===== src/rtl/multicycle_control_unit.sv =====
// -----------------------------------------------------------------------------
// multicycle_control_unit
//
// Moore sequencing controller for the multicycle RISC-V core. One instruction
// is stepped through Fetch / Decode / Execute / Memory / Writeback in 3-5
// cycles. Every enable and mux select of the shared datapath comes from here.
// A memory-ready handshake lets fetch and data accesses stall.
//
// Ports:
//   clk         rising-edge clock
//   reset       synchronous, active-high reset
//   opcode      instr[6:0] from IR
//   funct3      instr[14:12]
//   funct7_5    instr[30]
//   zero        ALU zero flag; only looked at in BEQ
//   mem_ready   memory completes the current access this cycle
//   PCWrite     PC enable (PCUpdate | Branch & zero)
//   IRWrite     IR / OldPC enable
//   AdrSrc      memory address: 0=PC, 1=ALUOut
//   MemWrite    memory write strobe
//   RegWrite    register file write enable
//   ResultSrc   00=ALUOut, 01=Data, 10=ALUResult
//   ALUSrcA     00=PC, 01=OldPC, 10=rs1
//   ALUSrcB     00=rs2, 01=ImmExt, 10=const 4
//   ImmSrc      I=00, S=01, B=10, J=11
//   ALUControl  000 add, 001 sub, 010 and, 011 or, 101 slt
//   illegal     one-cycle pulse in DECODE on an unsupported opcode
//   state       current state, for debug
// -----------------------------------------------------------------------------
module multicycle_control_unit (
    input  logic       clk,
    input  logic       reset,
    input  logic [6:0] opcode,
    input  logic [2:0] funct3,
    input  logic       funct7_5,
    input  logic       zero,
    input  logic       mem_ready,
    output logic       PCWrite,
    output logic       IRWrite,
    output logic       AdrSrc,
    output logic       MemWrite,
    output logic       RegWrite,
    output logic [1:0] ResultSrc,
    output logic [1:0] ALUSrcA,
    output logic [1:0] ALUSrcB,
    output logic [1:0] ImmSrc,
    output logic [2:0] ALUControl,
    output logic       illegal,
    output logic [3:0] state
);

    localparam logic [6:0] OP_LW   = 7'b0000011;
    localparam logic [6:0] OP_SW   = 7'b0100011;
    localparam logic [6:0] OP_R    = 7'b0110011;
    localparam logic [6:0] OP_IALU = 7'b0010011;
    localparam logic [6:0] OP_BEQ  = 7'b1100011;
    localparam logic [6:0] OP_JAL  = 7'b1101111;

    typedef enum logic [3:0] {
        S_FETCH    = 4'd0,
        S_DECODE   = 4'd1,
        S_MEMADR   = 4'd2,
        S_MEMREAD  = 4'd3,
        S_MEMWB    = 4'd4,
        S_MEMWRITE = 4'd5,
        S_EXECR    = 4'd6,
        S_EXECI    = 4'd7,
        S_ALUWB    = 4'd8,
        S_JAL      = 4'd9,
        S_BEQ      = 4'd10
    } state_t;

    state_t     state_q;
    state_t     state_d;

    logic       pc_update_s;
    logic       branch_s;
    logic       ir_write_s;
    logic       mem_write_s;
    logic       reg_write_s;
    logic       illegal_s;
    logic [1:0] alu_op_s;

    // State register; reset wins over any transition.
    always_ff @(posedge clk) begin
        if (reset) begin
            state_q <= S_FETCH;
        end else begin
            state_q <= state_d;
        end
    end

    // Next-state logic. Unused encodings fall to FETCH through the default.
    always_comb begin
        state_d = S_FETCH;
        case (state_q)
            S_FETCH: begin
                if (mem_ready) begin
                    state_d = S_DECODE;
                end else begin
                    state_d = S_FETCH;
                end
            end
            S_DECODE: begin
                case (opcode)
                    OP_LW, OP_SW: state_d = S_MEMADR;
                    OP_R:         state_d = S_EXECR;
                    OP_IALU:      state_d = S_EXECI;
                    OP_BEQ:       state_d = S_BEQ;
                    OP_JAL:       state_d = S_JAL;
                    default:      state_d = S_FETCH;
                endcase
            end
            S_MEMADR: begin
                // IR is frozen here, so opcode is lw or sw.
                if (opcode == OP_SW) begin
                    state_d = S_MEMWRITE;
                end else begin
                    state_d = S_MEMREAD;
                end
            end
            S_MEMREAD: begin
                if (mem_ready) begin
                    state_d = S_MEMWB;
                end else begin
                    state_d = S_MEMREAD;
                end
            end
            S_MEMWB:   state_d = S_FETCH;
            S_MEMWRITE: begin
                if (mem_ready) begin
                    state_d = S_FETCH;
                end else begin
                    state_d = S_MEMWRITE;
                end
            end
            S_EXECR:   state_d = S_ALUWB;
            S_EXECI:   state_d = S_ALUWB;
            S_ALUWB:   state_d = S_FETCH;
            S_JAL:     state_d = S_ALUWB;
            S_BEQ:     state_d = S_FETCH;
            default:   state_d = S_FETCH;
        endcase
    end

    // Per-state datapath controls (Moore, plus the mem_ready handshake).
    always_comb begin
        pc_update_s = 1'b0;
        branch_s    = 1'b0;
        ir_write_s  = 1'b0;
        mem_write_s = 1'b0;
        reg_write_s = 1'b0;
        illegal_s   = 1'b0;
        alu_op_s    = 2'b00;
        AdrSrc      = 1'b0;
        ResultSrc   = 2'b00;
        ALUSrcA     = 2'b00;
        ALUSrcB     = 2'b00;
        case (state_q)
            S_FETCH: begin
                ALUSrcB     = 2'b10;
                ResultSrc   = 2'b10;
                ir_write_s  = mem_ready;
                pc_update_s = mem_ready;
            end
            S_DECODE: begin
                // Precompute the branch target into ALUOut.
                ALUSrcA = 2'b01;
                ALUSrcB = 2'b01;
                case (opcode)
                    OP_LW, OP_SW, OP_R, OP_IALU, OP_BEQ, OP_JAL: illegal_s = 1'b0;
                    default:                                     illegal_s = 1'b1;
                endcase
            end
            S_MEMADR: begin
                ALUSrcA = 2'b10;
                ALUSrcB = 2'b01;
            end
            S_MEMREAD: begin
                AdrSrc = 1'b1;
            end
            S_MEMWB: begin
                ResultSrc   = 2'b01;
                reg_write_s = 1'b1;
            end
            S_MEMWRITE: begin
                AdrSrc      = 1'b1;
                mem_write_s = 1'b1;
            end
            S_EXECR: begin
                ALUSrcA  = 2'b10;
                alu_op_s = 2'b10;
            end
            S_EXECI: begin
                ALUSrcA  = 2'b10;
                ALUSrcB  = 2'b01;
                alu_op_s = 2'b10;
            end
            S_ALUWB: begin
                reg_write_s = 1'b1;
            end
            S_JAL: begin
                // OldPC + 4 goes to ALUOut for the link write in ALUWB.
                ALUSrcA     = 2'b01;
                ALUSrcB     = 2'b10;
                pc_update_s = 1'b1;
            end
            S_BEQ: begin
                ALUSrcA  = 2'b10;
                alu_op_s = 2'b01;
                branch_s = 1'b1;
            end
            default: begin
                pc_update_s = 1'b0;
            end
        endcase
    end

    // Write enables and the illegal pulse are suppressed while reset is held.
    always_comb begin
        if (reset) begin
            PCWrite  = 1'b0;
            IRWrite  = 1'b0;
            MemWrite = 1'b0;
            RegWrite = 1'b0;
            illegal  = 1'b0;
        end else begin
            PCWrite  = pc_update_s | (branch_s & zero);
            IRWrite  = ir_write_s;
            MemWrite = mem_write_s;
            RegWrite = reg_write_s;
            illegal  = illegal_s;
        end
    end

    // ALU operation decode.
    always_comb begin
        ALUControl = 3'b000;
        case (alu_op_s)
            2'b00: ALUControl = 3'b000;
            2'b01: ALUControl = 3'b001;
            2'b10: begin
                case (funct3)
                    3'b000: begin
                        // Only R-type (opcode[5]=1) can encode sub.
                        if (opcode[5] & funct7_5) begin
                            ALUControl = 3'b001;
                        end else begin
                            ALUControl = 3'b000;
                        end
                    end
                    3'b010:  ALUControl = 3'b101;
                    3'b110:  ALUControl = 3'b011;
                    3'b111:  ALUControl = 3'b010;
                    default: ALUControl = 3'b000;
                endcase
            end
            default: ALUControl = 3'b000;
        endcase
    end

    // Immediate format from opcode, independent of state.
    always_comb begin
        ImmSrc = 2'b00;
        case (opcode)
            OP_LW:   ImmSrc = 2'b00;
            OP_IALU: ImmSrc = 2'b00;
            OP_SW:   ImmSrc = 2'b01;
            OP_BEQ:  ImmSrc = 2'b10;
            OP_JAL:  ImmSrc = 2'b11;
            default: ImmSrc = 2'b00;
        endcase
    end

    assign state = state_q;

endmodule


===== config.mk =====
export PLATFORM = sky130hd
export DESIGN_NAME = multicycle_control_unit
export DESIGN_NICKNAME = d
export VERILOG_FILES = /design/src/rtl/multicycle_control_unit.sv
export SDC_FILE = /design/constraint.sdc
export NUM_CORES = 1
export LEC_CHECK = 0
export ABC_AREA = 1
export BUFFER_PORTS_ARGS = -buffer_cell sky130_fd_sc_hd__buf_2
export CORE_MARGIN = 1.5
export CORE_UTILIZATION = 41
export DETAILED_ROUTE_END_ITERATION = 8
export PLACE_DENSITY_LB_ADDON = 0.1
export SYNTH_ARGS = -nofsm -noshare
export SYNTH_HDL_FRONTEND = slang
export SYNTH_SLANG_ARGS = --single-unit

===== constraint.sdc =====
create_clock -name clk -period 1.7 [get_ports clk]
set_input_delay 0.17 -clock clk [delete_from_list [all_inputs] [get_ports clk]]
set_output_delay 0.17 -clock clk [all_outputs]
set_load 0.02 [all_outputs]

==> flow_results.xml <==
<?xml version="1.0" encoding="UTF-8"?>
<metrics>
  <group name="pwr">
    <metric name="power.total" unit="uW">350.3</metric>
    <metric name="vdd_drop_max" unit="mV">0.3639</metric>
    <metric name="power.leakage" unit="uW">0.0006278</metric>
    <metric name="cellPowerDensity" unit="nW/um2">321.1</metric>
  </group>
  <group name="logic_synthesis">
    <metric name="synth.cell_area" unit="um2">586.8</metric>
    <metric name="synth-async-reset-ratio" unit="">0</metric>
    <metric name="mapped_avg_cell_area" unit="um2">5.335</metric>
    <metric name="synth_warnings" unit="">0</metric>
    <metric name="yosys_most_used_dff" unit="">dfxtp_1</metric>
    <metric name="post-synth-top-count-cell" unit="">nand2_1</metric>
    <metric name="synthesis.nets" unit="">127</metric>
    <metric name="post_synth_edffs" unit="">0</metric>
    <metric name="synth_cell_types" unit="">22</metric>
    <metric name="yosys-top-cells-area" unit="">nand2_1 17%, dfxtp_1 14%, nor2_1 13%</metric>
    <metric name="netlist_instances" unit="">110</metric>
    <metric name="synth_area_leader_cell" unit="">nand2_1</metric>
    <metric name="synth.yosys.seq_area_share" unit="">0.1365</metric>
    <metric name="synthTopCellsByCount" unit="">27 x nand2_1, 20 x nor2_1, 16 x inv_1, 7 x inv_2, 7 x nand3_1</metric>
    <metric name="synth-seq-cells" unit="">4</metric>
    <metric name="yosysTopAreaCellShare" unit="">0.1727</metric>
  </group>
  <group name="global_routing">
    <metric name="initial_antenna_violation_count" unit="">0</metric>
    <metric name="grt_pass1_vias" unit="">715</metric>
    <metric name="grt_start_max_net_pins" unit="">9</metric>
    <metric name="grt.total_usage" unit="">0.2539</metric>
    <metric name="grt_first_pass_wirelength" unit="um">2787</metric>
    <metric name="grt.overflow.total" unit="">0</metric>
  </group>
  <group name="outcome">
    <metric name="outcome" unit="">finished with violations</metric>
    <metric name="violations" unit="">setup timing</metric>
  </group>
  <group name="timing">
    <metric name="tightestPinTransition" unit="ns">0.2686</metric>
    <metric name="max_slew_violations" unit="">0</metric>
    <metric name="fin_crit" unit="ns">1.886</metric>
    <metric name="final_hold_viol_count" unit="">0</metric>
    <metric name="timing.final.ws_setup" unit="ns">-0.1865</metric>
    <metric name="period_share" unit="">1.110</metric>
    <metric name="setup_total_negative_slack" unit="ns">-0.4203</metric>
    <metric name="clock.fmax" unit="MHz">530.1</metric>
    <metric name="timing.final.setup_violations" unit="">3</metric>
    <metric name="skew" unit="ns">0.01625</metric>
    <metric name="timing.max_slew.rel_slack" unit="">0.8203</metric>
    <metric name="grt_setup_unrepaired" unit="">yes</metric>
  </group>
  <group name="clock_network">
    <metric name="cts.sinks" unit="">4</metric>
    <metric name="clk_pin_slew_worst_paths" unit="ns">0.05</metric>
    <metric name="cts_buffers" unit="">3</metric>
    <metric name="root_buffer" unit="">clkbuf_4</metric>
    <metric name="cts_buffer_depth" unit="">2</metric>
    <metric name="skew_pair_late_insertion_delay" unit="ns">0.25</metric>
    <metric name="cts_tree" unit="">yes</metric>
    <metric name="hold_buffers" unit="">0</metric>
    <metric name="htreeDepth" unit="">1</metric>
  </group>
  <group name="critical_path">
    <metric name="path_max_fanout" unit="">4</metric>
    <metric name="endpoint_kind" unit="">output pin</metric>
    <metric name="critPathTopFamily" unit="">flip-flops</metric>
    <metric name="setup.worst_path.start_class" unit="">flip-flop</metric>
    <metric name="crit_path_top_delay_cell" unit="">dfxtp_4</metric>
    <metric name="cp_data_required_time" unit="ns">1.53</metric>
    <metric name="worst-endpoint-arrival" unit="ns">1.72</metric>
    <metric name="crit_path_cell_trace" unit="">nor2_4, inv_2, nor2_4, inv_2, ha_4, inv_4, nand4_1, o31ai_4, buf_6</metric>
    <metric name="critical-path-max-stage-delay" unit="ns">0.36</metric>
    <metric name="timing_worst_setup_path_type" unit="">flip-flop to output pin</metric>
    <metric name="cp_num_buf_inv" unit="">4</metric>
  </group>
  <group name="drt">
    <metric name="post_drt_via_cell_ratio" unit="">4.891</metric>
    <metric name="detail_route.first_pass.iterations" unit="">4</metric>
    <metric name="drt.antenna.violating_nets" unit="">0</metric>
    <metric name="first_iter_violations" unit="">12</metric>
    <metric name="drc" unit="">0</metric>
    <metric name="detailroute.via_count" unit="">895</metric>
    <metric name="routedWlPerCell" unit="um">11.09</metric>
    <metric name="routed_wire_length" unit="um">2030</metric>
  </group>
  <group name="final_layout">
    <metric name="final_cell_area" unit="um2">1091</metric>
    <metric name="utilization" unit="">0.8281</metric>
    <metric name="number_of_flip_flops_in_the_largest_register" unit="">4</metric>
    <metric name="syn2layout_area_growth" unit="%">85.93</metric>
    <metric name="final_layout_size_suffix_gt1_frac" unit="">0.5536</metric>
    <metric name="diodes" unit="">0</metric>
    <metric name="final_net_count" unit="">186</metric>
  </group>
  <group name="worst_hold_path">
    <metric name="holdCritPathClass" unit="">primary input to flip-flop</metric>
  </group>
  <group name="place">
    <metric name="place.detailed.hpwl" unit="um">1421</metric>
    <metric name="post_dp_cell_area" unit="um2">880.8</metric>
    <metric name="numPortBuffers" unit="">35</metric>
    <metric name="gp_congestion" unit="">0.7738</metric>
  </group>
  <group name="job">
    <metric name="drv.max_cap_violation_count" unit="">0</metric>
  </group>
  <group name="floorplanning">
    <metric name="area_of_the_die" unit="um2">1667</metric>
    <metric name="chipHeight" unit="um">40.83</metric>
    <metric name="io-pin-count" unit="">36</metric>
    <metric name="floorplan.core_area" unit="um2">1318</metric>
    <metric name="die_w" unit="um">40.83</metric>
    <metric name="row_count" unit="">13</metric>
    <metric name="initial_core_util" unit="">0.4454</metric>
  </group>
</metrics>
==> logic make-up after synthesis <==
logic type | after synthesis | share of synthesized area
AOI/OAI and AO/OA | 11 | 0.1173
DFF | 4 | 0.1365
buffers and inverters | 25 | 0.1599
adders and majority gates | 2 | 0.04264
and+or+nand+nor | 68 | 0.5437
==> cell type report <==
type	instances	area (um2)
clock buffer	4	26.28
timing repair buffer	55	362.8
multi-input combinational	81	499.2
fill	91	226.5
tap	15	18.77
inverter	24	95.09
sequential	4	88.84
==> worst reg2reg max path, cell delays in order (launching register included) <==
cell     delay (ns)
dfxtp_4        0.34
buf_6          0.12
buf_4          0.13
nor2_4         0.17
buf_6          0.13
inv_2          0.05
nor2_1         0.13
nand3_1        0.10
nand3_1        0.10
nand2_1        0.05
inv_1          0.04
==> routing by layer <==
| metal | share of wire | track usage | vias to the layer above | wire [um] |
|---|---|---|---|---|
| met5 | 0 | 0 | - | 0 |
| met4 | 0.022 | 0.1333 | 0 | 44 |
| met3 | 0.042 | 0.03261 | 4 | 86 |
| met2 | 0.48 | 0.4180 | 33 | 983 |
| met1 | 0.45 | 0.3170 | 403 | 916 |
| li1 | - | - | 455 | - |
==> where the power goes <==
| group | leakage [uW] | switching (uW) | internal [uW] | total [uW] |
|---|---|---|---|---|
| logic | 0.000578 | 73.3 | 43.6 | 117 |
| clock network | 0.0000150 | 50.4 | 88.8 | 139 |
| registers | 0.0000346 | 1.26 | 93.0 | 94.3 |
| total | 0.000628 | 125 | 225 | 350 |
==> stage by stage <==
step	setup WS, ns	instances	hold slack, ns
2_1_floorplan	-0.004601	110	0.3910
3_3_place_gp	0.02026	169	0.4532
4_1_cts	-0.2360	177	0.1791
6_report	-0.1865	183	0.1962
3_5_place_dp	-0.03268	169	0.4472
5_1_grt	-0.2535	183	0.1994
==> layout by cell type, fill, tap and decap left out, types with 3 or more instances in the layout <==
cell type	Yosys	routed
nand2_2	3	3
buf_2	0	29
clkbuf_4	0	3
buf_6	0	6
nor2_4	3	6
buf_4	0	20
nand2_1	27	26
inv_1	16	12
nand3_1	7	5
nor2_1	20	18
inv_2	7	9
==> final timing paths <==
kind / depth (start not counted) / startpoint / slack [ns] / end
max: 9 / state[2] / -0.19 / ALUControl[0]
min: 2 / reset / 0.20 / state[3]
max reg2reg: 10 / state[3] / 0.28 / state[2]
min reg2reg: 6 / state[1] / 0.77 / state[2]
==> timing repair <==
item | 4_1_cts | 5_1_grt
endpoints found under the setup margin | 3 | 5
cloned | 0 | 0
setup buffers | 4 | 6
resized for setup | 17 | 16
pin swaps | 5 | 7
(Power assumes the default switching activity.)
